--- src/rtl/demux1_4_stream_pkg.sv ---
// demux_pkg -- definitions shared by the 1:4 stream demultiplexer.
//   state_t      : buffer occupancy (EMPTY / FULL)
//   CH_A..CH_D   : channel indices, also the bit positions in valid/ready
//   NUM_CH       : number of output channels
package demux_pkg;

  typedef enum logic [0:0] {
    EMPTY = 1'b0,
    FULL  = 1'b1
  } state_t;

  localparam logic [1:0] CH_A = 2'd0;
  localparam logic [1:0] CH_B = 2'd1;
  localparam logic [1:0] CH_C = 2'd2;
  localparam logic [1:0] CH_D = 2'd3;

  localparam int NUM_CH = 4;

endpackage

--- src/rtl/demux1_4_stream_rr_ptr2.sv ---
// rr_ptr2 -- 2-bit wrapping round-robin pointer.
//   clk : rising-edge clock
//   rst : synchronous active-high reset, pointer -> 00
//   en  : advance the pointer by one (11 wraps to 00)
//   ptr : current pointer value
module rr_ptr2 (
  input  logic       clk,
  input  logic       rst,
  input  logic       en,
  output logic [1:0] ptr
);

  logic [1:0] ptr_q;
  logic [1:0] ptr_d;

  always_comb begin
    ptr_d = ptr_q;
    if (en) begin
      // natural 2-bit overflow gives the 11 -> 00 wrap
      ptr_d = ptr_q + 2'd1;
    end
  end

  always_ff @(posedge clk) begin
    if (rst) begin
      ptr_q <= 2'd0;
    end else begin
      ptr_q <= ptr_d;
    end
  end

  assign ptr = ptr_q;

endmodule

--- src/rtl/demux1_4_stream.sv ---
// demux1_4_stream -- one-entry buffered 1:4 stream demultiplexer.
// A word accepted on the input handshake is held in a single buffer and
// presented on exactly one output channel, chosen at accept time either by
// sel or by a round-robin pointer.
//   clk        : rising-edge clock
//   rst        : synchronous active-high reset
//   in         : input data word
//   in_valid   : source offers a word
//   in_ready   : block can accept a word (combinational)
//   sel        : destination when rr=0 (00=A .. 11=D)
//   rr         : 1 = use round-robin pointer instead of sel
//   A, B, C, D : channel data, zero when the channel is not valid
//   valid      : per-channel valid, bit0=A .. bit3=D
//   ready      : per-channel sink ready, bit0=A .. bit3=D
module demux1_4_stream
  import demux_pkg::*;
#(
  parameter int WIDTH = 4
) (
  input  logic             clk,
  input  logic             rst,
  input  logic [WIDTH-1:0] in,
  input  logic             in_valid,
  output logic             in_ready,
  input  logic [1:0]       sel,
  input  logic             rr,
  output logic [WIDTH-1:0] A,
  output logic [WIDTH-1:0] B,
  output logic [WIDTH-1:0] C,
  output logic [WIDTH-1:0] D,
  output logic [3:0]       valid,
  input  logic [3:0]       ready
);

  state_t           state_q, state_d;
  logic [WIDTH-1:0] data_q, data_d;
  logic [1:0]       dest_q, dest_d;

  logic [1:0]       rr_ptr;
  logic             accept;
  logic             transfer;
  logic             dest_ready;
  logic             out_active;
  logic [1:0]       acc_dest;

  logic [NUM_CH-1:0] ch_valid;
  logic [WIDTH-1:0]  ch_data [NUM_CH];

  // Only the held destination's ready bit matters; others are ignored.
  assign dest_ready = ready[dest_q];

  // Outputs are suppressed while rst is high so no sink can complete a
  // transfer on the edge that discards the buffer.
  assign out_active = (state_q == FULL) && !rst;
  assign transfer   = out_active && dest_ready;

  // A FULL buffer can take a new word in the same cycle it is drained.
  assign in_ready = !rst && ((state_q == EMPTY) || dest_ready);
  assign accept   = in_valid && in_ready;
  assign acc_dest = rr ? rr_ptr : sel;

  rr_ptr2 u_rr_ptr2 (
    .clk (clk),
    .rst (rst),
    .en  (accept && rr),
    .ptr (rr_ptr)
  );

  always_comb begin
    state_d = state_q;
    data_d  = data_q;
    dest_d  = dest_q;
    if (accept) begin
      // covers both EMPTY->FULL and drain-and-refill, which stays FULL
      state_d = FULL;
      data_d  = in;
      dest_d  = acc_dest;
    end else if (transfer) begin
      state_d = EMPTY;
    end
  end

  always_ff @(posedge clk) begin
    if (rst) begin
      state_q <= EMPTY;
      data_q  <= '0;
      dest_q  <= CH_A;
    end else begin
      state_q <= state_d;
      data_q  <= data_d;
      dest_q  <= dest_d;
    end
  end

  generate
    for (genvar gi = 0; gi < NUM_CH; gi++) begin : g_ch
      assign ch_valid[gi] = out_active && (dest_q == 2'(gi));
      assign ch_data[gi]  = ch_valid[gi] ? data_q : '0;
    end
  endgenerate

  assign valid = ch_valid;
  assign A     = ch_data[CH_A];
  assign B     = ch_data[CH_B];
  assign C     = ch_data[CH_C];
  assign D     = ch_data[CH_D];

endmodule

--- config.mk ---
export PLATFORM = sky130hd
export DESIGN_NAME = demux1_4_stream
export DESIGN_NICKNAME = d
export VERILOG_FILES = /design/src/rtl/demux1_4_stream_pkg.sv /design/src/rtl/demux1_4_stream_rr_ptr2.sv /design/src/rtl/demux1_4_stream.sv
export SDC_FILE = /design/constraint.sdc
export NUM_CORES = 1
export LEC_CHECK = 0
export BUFFER_PORTS_ARGS = -buffer_cell sky130_fd_sc_hd__buf_2
export CAP_MARGIN = 10
export CORE_MARGIN = 2
export CORE_UTILIZATION = 40
export CTS_CLUSTER_SIZE = 20
export DETAILED_ROUTE_END_ITERATION = 10
export PLACE_DENSITY_LB_ADDON = 0.2
export SLEW_MARGIN = 20
export SYNTH_ARGS = -nofsm -noshare
export SYNTH_HDL_FRONTEND = slang
export SYNTH_SLANG_ARGS = --single-unit
--- constraint.sdc ---
create_clock -name clk -period 1.3 [get_ports clk]
set_input_delay 0 -clock clk [delete_from_list [all_inputs] [get_ports clk]]
set_output_delay 0 -clock clk [all_outputs]
set_load 0.02 [all_outputs]
==> out/metrics.yaml <==
dp_hpwl_mm: 1.236
drtAntennaViolNets: 0
drive_gt1_share_pct: 60.00
dieArea_um2: 2092
cts_buffer_depth: 2
arrival_ns: 1.42
yosysWarnings: 0
die_y_um: 45.74
fin_crit_sh_pct: 109.0
worst_hold_slack_ns: 0.07908
n_fill_cell: 123
cap_violations: 0
num_vias: 712
synthArstFlopShare_pct: 0
route.detailed.drc: 0
port-buffer-count: 34
seq_power_share_pct: 42.4
numCtsBuffers: 3
critPathRequiredTime_ns: 1.30
pwr_density_cell_nw_per_um2: 626.7
max_slew_margin_pct: 74.70
gr-total-overflow: 0
cts.htree.levels: 1
power_frac_comb_pct: 28.1
rsz0062_at_grt: "true"
drt_iter0_markers: 10
num_rows: 15
swShare_pct: 29.28
peakVddDrop_v: 0.0005507
grt_pass1_wl_mm: 2.608
clock-sinks: 9
num-nets-final: 135
failed_checks: "setup timing"
path_clk_slew_ns: 0.06
clkPwrFrac_pct: 29.5
wl_per_cell_um: 12.58
p_sw_w: 0.0002183
synthFlopType: "dfxtp_1"
hold_path.class: "input port to flop"
fmax_mhz: 705.5
fp.dieW_um: 45.74
avgSynthCellArea_um2: 9.292
worst_slew_pin_slew_ns: 0.3787
post-place-ws_ns: -0.07418
grt_max_degree: 23
antenna_found_initial: 0
area_growth_pct: 70.74
syn_inst: 75
cts_root_buf: "clkbuf_4"
routabilityCongestion: 0.7717
ys_seq_area_share_pct: 25.85
maxSlewViolCount: 0
endpoint_kind: "output pin"
worstSkewPairLatency_ns: 0.26
synth_nets: 89
core-area_um2: 1689
cts_tree: "done"
grt_usage_pct: 17.30
period_minus_slack_ns: 1.417
synth_edf_count: 0
hold_viol: 0
first_pass_iters: 4
antenna_cells: 0
io_pins: 35
worst_slack_ns: -0.1174
vias_per_cell: 5.197
wl_mm: 1.724
synth_cell_types: 20
status: "complete, but fails checks"
crit_type: "flop to output pin"
start_util_pct: 41.26
cp_max_fo: 5
internal-power_w: 0.0005273
syn-cell-area_um2: 696.9
p_leak_nw: 0.5511
setup_viol: 20
critical_path.startpoint_type: "flop"
grt_pass1_vias: 623
finalClockSkew_ns: 0.003321
synth_seq_cells: 9
## cell type report
| class | count | area, um^2 | area share [%] |
|---|---|---|---|
| Clock buffer | 4 | 26.28 | 2.208 |
| Multi-Input combinational cell | 63 | 579.3 | 48.69 |
| Sequential cell | 9 | 188.9 | 15.88 |
| Tap cell | 17 | 21.27 | 1.788 |
| Timing Repair Buffer | 44 | 374.1 | 31.44 |
## state kept, by name, indices dropped and copies added (netlist names)
name / cells
data_q: 4
dest_q: 2
state_q: 1
u_rr_ptr2.ptr: 2
## Yosys cell counts (2+ instances only)
cell type  instances  area share, %
a221oi_1           4            5.0
and2_1            17             15
and4bb_2           2            3.6
dfxtp_1            9             26
mux2_1             2            3.2
mux2_2             3            4.8
mux2i_1            8             11
nand2_1            2            1.1
nand2b_1           9            8.1
nor2_1             5            2.7
nor2b_1            5            4.5
## cell families (layout without fill, tap and decap cells)
family                 Yosys count  in the layout  share of synthesized area, %
AO/OA/AOI/OAI                    6              6                         10.05
AND/OR/NAND/NOR                 43             43                         39.50
multiplexers                    14             14                         21.72
buffers and inverters            3             48                         2.871
flip-flops                       9              9                         25.85
## stage by stage
step	total power (W)	utilization [%]	cells	area [um^2]	TNS, ns
floorplan	0.0004315	-	75	720.7	-0.3547
global placement	0.0004925	55.48	129	937.1	-0.1016
detailed placement	0.0004977	55.48	129	937.1	-0.2114
CTS	0.0007497	68.30	137	1154	-1.378
global route	0.0007817	70.44	137	1190	-2.493
finish	0.0007457	70.44	137	1190	-1.341
## power groups by stage
stage	combinational [W]	sequential [W]	clock, W
detailed placement	0.000177	0.000320	0
finish	0.000209	0.000316	0.000220
floorplan	0.000117	0.000315	0
global route	0.000226	0.000319	0.000237
global placement	0.000174	0.000319	0
CTS	0.000203	0.000316	0.000231
## timing repair
| item | 4_1_cts | 5_1_grt |
|---|---|---|
| gates resized for setup | 50 | 10 |
| endpoints found under the setup margin | 23 | 24 |
| endpoints found under the hold margin | 4 | 0 |
| pin swaps | 14 | 6 |
| hold buffers | 4 | 0 |
| setup buffers | 1 | 0 |
## critical path, stage by stage (launching register included)
cell and delay (ns):
dfxtp_4 0.40, mux2i_2 0.34, buf_4 0.18, a221oi_2 0.06, buf_4 0.18
## path summary, 6_finish.rpt
path,startpoint,endpoint,slack (ns),depth (start not counted)
worst min register to register,data_q[2],data_q[2],0.53,2
worst max register to register,dest_q[1],dest_q[1],-0.07,3
worst max-delay path,dest_q[1],in_ready,-0.12,4
worst min-delay path,in_valid,state_q,0.08,3
## layout by cell type (no fill, tap or decap), types with 3 or more instances in the layout
master / count
nand2b_1: 9
buf_4: 6
nor2_1: 5
and2_1: 5
clkbuf_4: 3
dfxtp_1: 6
mux2i_1: 6
nor2b_1: 5
mux2_4: 4
buf_2: 15
buf_6: 19
and2_4: 12
dlygate4sd3_1: 4
## layer usage
layer | vias to the layer above | global-route usage (%) | part of all wire, %
met5 | - | 0 | 0
met4 | 0 | 8.571 | 1.2
met3 | 4 | 2.381 | 3.6
met2 | 20 | 29.30 | 51
met1 | 332 | 21.26 | 44
li1 | 356 | - | -
Note: power is estimated with default switching activity, not from simulation.
